===== src/rtl/conv_iter_pkg.sv =====
// Shared types and elaboration helpers for the convolution window iterator.
// Holds the sequencer state encoding and the output-dimension / drain-length math.
package conv_iter_pkg;

    typedef enum logic [2:0] {
        ST_INIT,
        ST_LOAD_W,
        ST_LOAD_B,
        ST_READY,
        ST_SCAN,
        ST_DRAIN,
        ST_DONE
    } state_t;

    function automatic int out_dim(input int i, input int f, input int s);
        return (i - f) / s + 1;
    endfunction

    // Enough cycles for the deepest MAC accumulation plus bias add and write-back.
    function automatic int drain_default(input int f, input int c, input int filt);
        return f * f * c + filt + 3;
    endfunction

    // A port must be at least one bit wide even when there is only one index.
    function automatic int clog2_min1(input int n);
        return (n <= 2) ? 1 : $clog2(n);
    endfunction

endpackage


===== src/rtl/win_stride_counter2d.sv =====
// 2-D strided raster counter: x advances by STEP, wrapping into y; o_last flags the final position.
module win_stride_counter2d #(
    parameter int XW   = 5,
    parameter int YW   = 5,
    parameter int NX   = 28,
    parameter int NY   = 28,
    parameter int STEP = 1
) (
    input  logic          clk,
    input  logic          rst_n,
    input  logic          i_en,
    input  logic          i_clear,
    input  logic          i_advance,
    output logic [XW-1:0] o_x,
    output logic [YW-1:0] o_y,
    output logic          o_last
);

    localparam logic [XW-1:0] X_LAST = XW'((NX - 1) * STEP);
    localparam logic [YW-1:0] Y_LAST = YW'((NY - 1) * STEP);
    localparam logic [XW-1:0] X_STEP = XW'(STEP);
    localparam logic [YW-1:0] Y_STEP = YW'(STEP);

    logic [XW-1:0] r_x;
    logic [YW-1:0] r_y;
    logic          w_last_x;
    logic          w_last_y;

    assign w_last_x = (r_x == X_LAST);
    assign w_last_y = (r_y == Y_LAST);

    always_ff @(posedge clk or negedge rst_n) begin
        if (!rst_n) begin
            r_x <= '0;
            r_y <= '0;
        end else if (i_en) begin
            if (i_clear) begin
                r_x <= '0;
                r_y <= '0;
            end else if (i_advance) begin
                if (w_last_x) begin
                    r_x <= '0;
                    r_y <= w_last_y ? '0 : r_y + Y_STEP;
                end else begin
                    r_x <= r_x + X_STEP;
                end
            end
        end
    end

    assign o_x    = r_x;
    assign o_y    = r_y;
    assign o_last = w_last_x & w_last_y;

endmodule


===== src/rtl/conv_window_iter.sv =====
// Convolution layer sequencer: one-time weight/bias load addressing, then repeatable
// strided window scans with valid/ready back-pressure, a pipeline drain and a done pulse.
module conv_window_iter
    import conv_iter_pkg::*;
#(
    parameter int F_SIZE  = 5,
    parameter int STRIDE  = 1,
    parameter int I_W     = 32,
    parameter int I_H     = 32,
    parameter int CHANNEL = 1,
    parameter int FILTERS = 6,
    parameter int DRAIN   = drain_default(F_SIZE, CHANNEL, FILTERS)
) (
    input  logic                                 clk,
    input  logic                                 rst_n,
    input  logic                                 clk_en,
    input  logic                                 start,
    input  logic                                 win_ready,
    output logic [clog2_min1(F_SIZE*F_SIZE)-1:0] w_addr_f,
    output logic [clog2_min1(CHANNEL)-1:0]       w_addr_ic,
    output logic [clog2_min1(FILTERS)-1:0]       w_addr_oc,
    output logic                                 w_we,
    output logic [clog2_min1(FILTERS)-1:0]       b_addr,
    output logic                                 b_we,
    output logic                                 params_ready,
    output logic [clog2_min1(I_W)-1:0]           win_x,
    output logic [clog2_min1(I_H)-1:0]           win_y,
    output logic                                 win_valid,
    output logic                                 busy,
    output logic                                 done
);

    localparam int W_F  = clog2_min1(F_SIZE * F_SIZE);
    localparam int W_IC = clog2_min1(CHANNEL);
    localparam int W_OC = clog2_min1(FILTERS);
    localparam int W_X  = clog2_min1(I_W);
    localparam int W_Y  = clog2_min1(I_H);
    localparam int W_D  = clog2_min1(DRAIN);

    if (F_SIZE > I_W) begin : g_bad_w
        $fatal(1, "conv_window_iter: F_SIZE exceeds I_W");
    end
    if (F_SIZE > I_H) begin : g_bad_h
        $fatal(1, "conv_window_iter: F_SIZE exceeds I_H");
    end
    if (STRIDE < 1) begin : g_bad_s
        $fatal(1, "conv_window_iter: STRIDE must be at least 1");
    end
    if (DRAIN < 1) begin : g_bad_d
        $fatal(1, "conv_window_iter: DRAIN must be at least 1");
    end

    localparam int O_W = out_dim(I_W, F_SIZE, STRIDE);
    localparam int O_H = out_dim(I_H, F_SIZE, STRIDE);

    localparam logic [W_F-1:0]  F_LAST  = W_F'(F_SIZE * F_SIZE - 1);
    localparam logic [W_IC-1:0] IC_LAST = W_IC'(CHANNEL - 1);
    localparam logic [W_OC-1:0] OC_LAST = W_OC'(FILTERS - 1);
    localparam logic [W_D-1:0]  D_LAST  = W_D'(DRAIN - 1);

    state_t          r_state;
    logic [W_F-1:0]  r_f;
    logic [W_IC-1:0] r_ic;
    logic [W_OC-1:0] r_oc;
    logic            r_w_we;
    logic [W_OC-1:0] r_b_addr;
    logic            r_b_we;
    logic            r_params_ready;
    logic            r_win_valid;
    logic            r_busy;
    logic            r_done;
    logic [W_D-1:0]  r_drain;

    logic            w_clear;
    logic            w_advance;
    logic            w_last_win;
    logic [W_X-1:0]  w_x;
    logic [W_Y-1:0]  w_y;

    // win_valid is always high in SCAN, so ready alone marks a handshake there.
    assign w_clear   = (r_state == ST_READY) && start;
    assign w_advance = (r_state == ST_SCAN) && win_ready;

    win_stride_counter2d #(
        .XW   (W_X),
        .YW   (W_Y),
        .NX   (O_W),
        .NY   (O_H),
        .STEP (STRIDE)
    ) u_scan (
        .clk       (clk),
        .rst_n     (rst_n),
        .i_en      (clk_en),
        .i_clear   (w_clear),
        .i_advance (w_advance),
        .o_x       (w_x),
        .o_y       (w_y),
        .o_last    (w_last_win)
    );

    always_ff @(posedge clk or negedge rst_n) begin
        if (!rst_n) begin
            r_state        <= ST_INIT;
            r_f            <= '0;
            r_ic           <= '0;
            r_oc           <= '0;
            r_w_we         <= 1'b0;
            r_b_addr       <= '0;
            r_b_we         <= 1'b0;
            r_params_ready <= 1'b0;
            r_win_valid    <= 1'b0;
            r_busy         <= 1'b0;
            r_done         <= 1'b0;
            r_drain        <= '0;
        end else if (clk_en) begin
            case (r_state)
                ST_INIT: begin
                    r_state <= ST_LOAD_W;
                    r_w_we  <= 1'b1;
                    r_f     <= '0;
                    r_ic    <= '0;
                    r_oc    <= '0;
                end
                // Output channel fastest, then input channel, then filter tap.
                ST_LOAD_W: begin
                    if (r_oc == OC_LAST) begin
                        r_oc <= '0;
                        if (r_ic == IC_LAST) begin
                            r_ic <= '0;
                            if (r_f == F_LAST) begin
                                r_state  <= ST_LOAD_B;
                                r_w_we   <= 1'b0;
                                r_b_we   <= 1'b1;
                                r_b_addr <= '0;
                            end else begin
                                r_f <= r_f + 1'b1;
                            end
                        end else begin
                            r_ic <= r_ic + 1'b1;
                        end
                    end else begin
                        r_oc <= r_oc + 1'b1;
                    end
                end
                ST_LOAD_B: begin
                    if (r_b_addr == OC_LAST) begin
                        r_state        <= ST_READY;
                        r_b_we         <= 1'b0;
                        r_params_ready <= 1'b1;
                    end else begin
                        r_b_addr <= r_b_addr + 1'b1;
                    end
                end
                ST_READY: begin
                    if (start) begin
                        r_state     <= ST_SCAN;
                        r_win_valid <= 1'b1;
                        r_busy      <= 1'b1;
                    end
                end
                ST_SCAN: begin
                    if (win_ready && w_last_win) begin
                        r_state     <= ST_DRAIN;
                        r_win_valid <= 1'b0;
                        r_drain     <= '0;
                    end
                end
                ST_DRAIN: begin
                    if (r_drain == D_LAST) begin
                        r_state <= ST_DONE;
                        r_busy  <= 1'b0;
                        r_done  <= 1'b1;
                    end else begin
                        r_drain <= r_drain + 1'b1;
                    end
                end
                ST_DONE: begin
                    r_state <= ST_READY;
                    r_done  <= 1'b0;
                end
                default: r_state <= ST_INIT;
            endcase
        end
    end

    assign w_addr_f     = r_f;
    assign w_addr_ic    = r_ic;
    assign w_addr_oc    = r_oc;
    assign w_we         = r_w_we;
    assign b_addr       = r_b_addr;
    assign b_we         = r_b_we;
    assign params_ready = r_params_ready;
    assign win_x        = w_x;
    assign win_y        = w_y;
    assign win_valid    = r_win_valid;
    assign busy         = r_busy;
    assign done         = r_done;

endmodule


===== config.mk =====
export PLATFORM = sky130hd
export DESIGN_NAME = conv_window_iter
export DESIGN_NICKNAME = d
export VERILOG_FILES = /design/src/rtl/conv_iter_pkg.sv /design/src/rtl/win_stride_counter2d.sv /design/src/rtl/conv_window_iter.sv
export SDC_FILE = /design/constraint.sdc
export NUM_CORES = 1
export LEC_CHECK = 0
export ABC_CLOCK_PERIOD_IN_PS = 4480
export BUFFER_PORTS_ARGS = -buffer_cell sky130_fd_sc_hd__buf_4
export CORE_UTILIZATION = 27
export CTS_BUF_LIST = sky130_fd_sc_hd__clkbuf_4 sky130_fd_sc_hd__clkbuf_8 sky130_fd_sc_hd__clkbuf_16
export DETAILED_ROUTE_END_ITERATION = 10
export SLEW_MARGIN = 0
export SYNTH_ARGS = -nofsm -noshare
export SYNTH_HDL_FRONTEND = slang
export SYNTH_SLANG_ARGS = --single-unit

===== constraint.sdc =====
create_clock -name clk -period 4.48 [get_ports clk]
set_input_delay 0.224 -clock clk [delete_from_list [all_inputs] [get_ports clk]]
set_output_delay 0.224 -clock clk [all_outputs]
set_load 0.02 [all_outputs]

==> results of run 1 <==
## through the flow
stage	util, %	cells	power (mW)	setup slack (ns)
floorplan	-	228	0.526	2.59
global placement	32.7	349	0.595	2.45
detailed placement	32.7	349	0.599	2.40
CTS	34.2	358	0.854	2.39
global route	34.2	358	0.902	2.13
finish	34.2	358	0.841	2.35
## placed cells by master, fill, tap and decap left out, drive strengths merged, types with 2 or more instances in the layout
master,n
or4,2
or3b,3
inv,10
a21o,2
o31ai,6
nand4,5
nor3b,2
a31oi,3
ha,8
nand2b,2
o22ai,4
buf,31
dfrtp,36
and4b,4
nor2b,6
or3,2
o21ai,22
a21oi,19
nand2,17
clkbuf,8
nor4,2
nor3,4
nand3,15
mux2,2
mux2i,3
nand4b,5
nand3b,3
nor2,9
xnor2,3
o41ai,2
a22o,3
## state kept, by name, summed over array words and instances, names as in the netlist
signal / count
b_addr: 3
b_we: 1
busy: 1
done: 1
params_ready: 1
r_drain: 6
r_state: 3
u_scan.o_x: 5
u_scan.o_y: 5
w_addr_f: 5
w_addr_oc: 3
w_we: 1
win_valid: 1
## power groups by stage
stage	Sequential [mW]	Clock (mW)	Combinational, mW
after CTS	0.404	0.260	0.190
after global routing	0.413	0.279	0.210
final	0.403	0.250	0.188
after global placement	0.407	0	0.188
after floorplan	0.403	0	0.122
after detailed placement	0.410	0	0.189
## Yosys cell counts (3+ instances only)
cell	count	share of area (%)
a21oi_1	19	4.5
a22o_1	3	1.2
a31oi_1	3	0.89
and4b_1	4	1.9
clkbuf_1	6	1.1
dfrtp_1	36	43
ha_1	8	4.7
inv_1	10	1.8
mux2i_1	3	1.4
nand2_1	17	3.0
nand3_1	15	3.6
nand3b_1	3	1.1
nand4_1	5	1.5
nand4b_1	5	2.1
nor2_1	9	1.6
nor2b_1	6	1.8
nor3_1	4	0.95
o21ai_0	22	5.2
o22ai_1	4	1.2
o31ai_1	6	2.1
xnor2_1	3	1.2
## layout make-up
type / count / share of cell area [%]
clock buffer: 8 / 3.85
inverter: 10 / 1.48
multi-input combinational: 173 / 44.6
sequential: 36 / 35.6
tap: 99 / 4.89
timing repair buffer: 32 / 9.58
## routing by layer
layer,track usage (%),up-vias
met5,0,-
met4,3.63,0
met3,2.95,5
met2,18.4,31
met1,17.6,887
li1,-,913
## kinds of logic (layout without fill, tap and decap cells)
family / after synthesis / count (layout) / share of synthesized area [%]
and+or+nand+nor: 88 / 88 / 25.0
AOI/OAI and AO/OA: 68 / 68 / 19.9
DFF: 36 / 36 / 42.7
buffers and inverters: 19 / 50 / 3.62
adders and majority gates: 8 / 8 / 4.75
muxes: 5 / 5 / 2.49
xor gates and xnor gates: 3 / 3 / 1.25
other: 1 / 1 / 0.178
## critical path, delay by kind of cell, from the launching register on
family / cells / cell delay [ns]
simple gates: 2 / 0.94
flops: 1 / 0.62
compound gates: 2 / 0.45
## what timing repair did
item,CTS,global route
endpoints found under the hold margin,36,0
setup buffers,0,0
hold buffers,1,0
## worst min path at each step
stage,cells past startpoint,end,startpoint
after global routing,3,r_state[2],start
after global placement,1,params_ready,rst_n
after CTS,3,r_state[2],start
after floorplan,0,b_addr[0],rst_n
after detailed placement,1,b_addr[1],rst_n
final,3,r_state[2],start
==> flow_summary.yaml, run 1 <==
synth:
  async_flop_share_pct: 100
  synth_sequential_area_ratio_pct: 42.7
  number_of_enable_flip_flop_cells_after_synthesis: 0
  synth_cell_type_count: 49
  synthesis.yosys.warnings: 0
  ys_seq_elements: 36
  syn_nets: 241
  syn_inst: 228
  synthFlopType: "dfrtp_1"
  syn-cell-area_sq_um: 2110
  syn-mean-instance-area_sq_um: 9.25
cts:
  clock_latency_ns: 0.29
  ctsResizeCount: 0
  buffer_cell_driving_the_clock_tree_root: "clkbuf_8"
  clock_tree.buffer_depth: 2
  path_clk_slew_ns: 0.07
  cts.sinks: 36
  cts_inserted_buffers: 5
  clock_tree.htree_level_count: 2
  cts_tree: "built"
sta:
  timing_worst_slew_pin_value_ns: 0.656
  timing.fmax_ghz: 0.471
  timing.final.setup_violations: 0
  timing_hold_violations_final: 0
  timing.final.crit_share_pct: 47.4
  final-max-slew-violation-count: 0
  skew_ns: 0.00390
  relative_slew_margins_pct: 56.3
  min_period_ns: 2.13
  hold-worst-slack_ns: 0.226
  grt_setup_unrepaired: "no"
  finalSetupTns_ns: 0
routing:
  detail_route.wirelength_microns: 4820
  drt_drc_violations_left: 0
  wl_met3_microns: 193
  dr.max_layer_used: "met4"
  detailedRoute.firstPassIterationCount: 4
  ant_nets: 0
  wl_met1_microns: 2400
  detailroute.wirelength.met2_microns: 2180
  detail_route.iter0.violations: 118
  vias_per_cell: 5.13
  detailroute.via_count: 1836
  wl_per_cell_microns: 13.5
pwr:
  power.density_nw_per_um2: 332
  netSwitchingFraction_pct: 32.5
  comb_power_share_pct: 22.3
  p_switching_mw: 0.273
  p_leak_nw: 1.11
  power_frac_clock_pct: 29.7
  p_int_mw: 0.568
  vdd_ir_drop_max_v: 0.000142
  power.sequential.fraction_pct: 48.0
critical_path:
  standard_cell_with_the_maximum_stage_delay_on_the_critical_path: "dfrtp_1"
  worst_setup_ep_type: "register"
  cp-startpoint: "r_state[0]"
  worstPathArrival_ns: 2.31
  path_cells: "nand4bb_1, nor4_1, o22ai_1, a22o_1"
  timing.critical_path.to: "r_drain[2]"
  timing.critical_path.from_type: "register"
  critPathMaxFanout: 24
  r2r_start: "r_state[0]"
  critical_path.max_stage_delay_ns: 0.62
  worst-endpoint-required_ns: 4.66
  timing.rr.end: "r_drain[2]"
  reg2reg_slack_ns: 2.35
  path_depth_of_the_worst_reg2reg_path: 4
  critPathKind: "reg2reg"
grt:
  antenna_found_initial: 0
  pin_count_of_the_biggest_net_entering_global_routing: 37
  global_route.usage.total_pct: 12.4
  grt_remaining_overflow: 0
  grt_first_pass_wirelength_microns: 8250
  number_of_global_route_vias_before_repair: 1712
finish:
  finish.net_count: 271
  design_area_sq_um: 2530
  multi_input_comb_area_sq_um: 1130
  register_area_sq_um: 901
  number_of_fill_cells_in_the_layout: 768
  diodes: 0
  area_growth_pct: 20.2
  drive_above_1_share_pct: 18.5
floorplanning:
  rows: 31
  dieWidth_microns: 90.4
  start_util_pct: 28.5
  chipHeight_microns: 90.4
  overall_die_area_sq_um: 8170
  num_io_pins: 33
  placeableCoreArea_sq_um: 7410
run_status:
  outcome: "completed"
job:
  timing.max_cap.violations: 0
hold_path:
  hold_path_class: "in2reg"
place:
  gp_congestion: 0.783
  post-dp-hpwl_microns: 3440
  number_of_i_o_port_buffers: 31
  dpl_cell_area_sq_um: 2430
Power figures use the tool's default switching activity.
==> run 2: changes to the inputs <==
--- a/config.mk
+++ b/config.mk
@@ -5,7 +5,7 @@
 export SDC_FILE = /design/constraint.sdc
 export NUM_CORES = 1
 export LEC_CHECK = 0
-export ABC_CLOCK_PERIOD_IN_PS = 4480
+export ABC_CLOCK_PERIOD_IN_PS = 2200
 export BUFFER_PORTS_ARGS = -buffer_cell sky130_fd_sc_hd__buf_4
 export CORE_UTILIZATION = 27
 export CTS_BUF_LIST = sky130_fd_sc_hd__clkbuf_4 sky130_fd_sc_hd__clkbuf_8 sky130_fd_sc_hd__clkbuf_16
==> constraint.sdc (replaced) <==
create_clock -name clk -period 2.2 [get_ports clk]
set_input_delay 0.11 -clock clk [delete_from_list [all_inputs] [get_ports clk]]
set_output_delay 0.11 -clock clk [all_outputs]
set_load 0.02 [all_outputs]
==> run 2 against run 1 <==
Count of clock-buffer cells in the layout fell by 1. Clock skew is 0.0021 ns higher. Via count up 0.71%. Critical path type unchanged. Register-to-register slack worse by 2.1 ns. First-iteration DRC count shrank 35%. Combinational power rose by 140%. Final cell count grew 1.4%. Critical path depth fell by 1.
==> flow_summary.yaml, run 2 (same netlist as run 1, synthesis figures left out) <==
run_status:
  outcome: "completed"
cts:
  clock_tree.htree_level_count: 2
  buffer_cell_driving_the_clock_tree_root: "clkbuf_8"
  path_clk_slew_ns: 0.07
  cts.sinks: 36
  clock_latency_ns: 0.29
  cts_inserted_buffers: 5
  clock_tree.buffer_depth: 2
  cts_tree: "built"
grt:
  grt_remaining_overflow: 0
  grt_first_pass_wirelength_microns: 8510
  antenna_found_initial: 0
  number_of_global_route_vias_before_repair: 1729
  global_route.usage.total_pct: 12.8
  pin_count_of_the_biggest_net_entering_global_routing: 37
sta:
  grt_setup_unrepaired: "no"
  hold-worst-slack_ns: 0.122
  timing.final.setup_violations: 0
  timing.fmax_ghz: 0.520
  skew_ns: 0.00597
  timing.final.crit_share_pct: 87.5
  setup_slack_ns: 0.275
  final-max-slew-violation-count: 0
  min_period_ns: 1.92
  relative_slew_margins_pct: 64.7
  timing_worst_slew_pin_value_ns: 0.528
  timing_hold_violations_final: 0
  finalSetupTns_ns: 0
finish:
  most-common-layout-cells: "37 x buf_4, 36 x dfrtp_1, 22 x o21ai_0"
  diodes: 0
  leading_cell_type_in_the_layout_fill_and_taps_excluded: "buf_4"
  finish.net_count: 277
  multi_input_comb_area_sq_um: 1140
  regMostFlops: "r_drain"
  largest_register_ffs: 6
  area_growth_pct: 22.6
  number_of_fill_cells_in_the_layout: 754
  register_area_sq_um: 901
  layoutNonFillerInstCount: 363
  drive_above_1_share_pct: 20.5
  utilization_pct: 34.9
  design_area_sq_um: 2580
critical_path:
  critPathMaxFanout: 15
  worstPathArrival_ns: 2.13
  worst_setup_ep_type: "register"
  timing.critical_path.from_type: "register"
  critPathKind: "reg2reg"
  worst-endpoint-required_ns: 2.41
pwr:
  p_leak_nw: 1.13
  power.density_nw_per_um2: 677
  total_power_mw: 1.75
  vdd_ir_drop_max_v: 0.000297
routing:
  ant_nets: 0
  detail_route.iter0.violations: 77
  drt_drc_violations_left: 0
  wl_per_cell_microns: 13.8
  detailroute.via_count: 1849
  detail_route.wirelength_microns: 5000
  detailedRoute.firstPassIterationCount: 4
  vias_per_cell: 5.09
place:
  place_inst: 355
  number_of_i_o_port_buffers: 31
  dpl_cell_area_sq_um: 2470
  setup_slack_after_placement_ns: 0.217
  post-dp-hpwl_microns: 3580
  gp_congestion: 0.807
floorplanning:
  rows: 31
  num_io_pins: 33
  start_util_pct: 28.5
  overall_die_area_sq_um: 8170
  chipHeight_microns: 90.4
  placeableCoreArea_sq_um: 7410
  dieWidth_microns: 90.4
job:
  timing.max_cap.violations: 0
hold_path:
  hold_path_class: "in2reg"
[run 2: changes by cell type in the layout (fill, tap and decap cells not counted), sizes merged]
cell / delta
buf: +6
clkbuf: -1
[run 2: final timing paths]
check,start,endpoint,slack (ns),cells after the start
max,r_state[1],w_addr_f[4],0.28,3
min,start,r_state[2],0.12,3
max reg2reg,r_state[1],w_addr_f[4],0.28,3
min reg2reg,params_ready,params_ready,0.48,1
max in group asynchronous,rst_n,u_scan.o_x[2],1.53,2
min in group asynchronous,rst_n,params_ready,0.33,2
[run 2: critical path, cell delays in order, from the launching register on]
cell and delay (ns):
dfrtp_1 0.50, or3b_1 0.62, or4_1 0.57, a21oi_1 0.16
[run 2: repair_timing]
action / 4_1_cts / 5_1_grt
setup buffers: 0 / 0
gates resized for setup: 0 / 1
hold buffers: 1 / 0
setup endpoints to repair: 0 / 1
hold endpoints to repair: 36 / 0
[run 2: power breakdown]
group	internal, mW	leakage (nW)	switching [mW]
clock network	0.279	0.0503	0.235
registers	0.710	0.461	0.0672
logic	0.188	0.622	0.270
[run 2: final cells by class]
class	count	share of cell area, %
Sequential cell	36	34.9
Clock buffer	7	3.73
Multi-Input combinational cell	173	44.0
Timing Repair Buffer	38	11.1
Tap cell	99	4.79
Inverter	10	1.45
[run 2: layer usage]
layer	vias to the layer above	routed length, microns	track usage, %
met5	-	0	0
met4	0	22	3.49
met3	2	140	3.11
met2	33	2350	19.7
met1	891	2490	17.9
li1	923	-	-
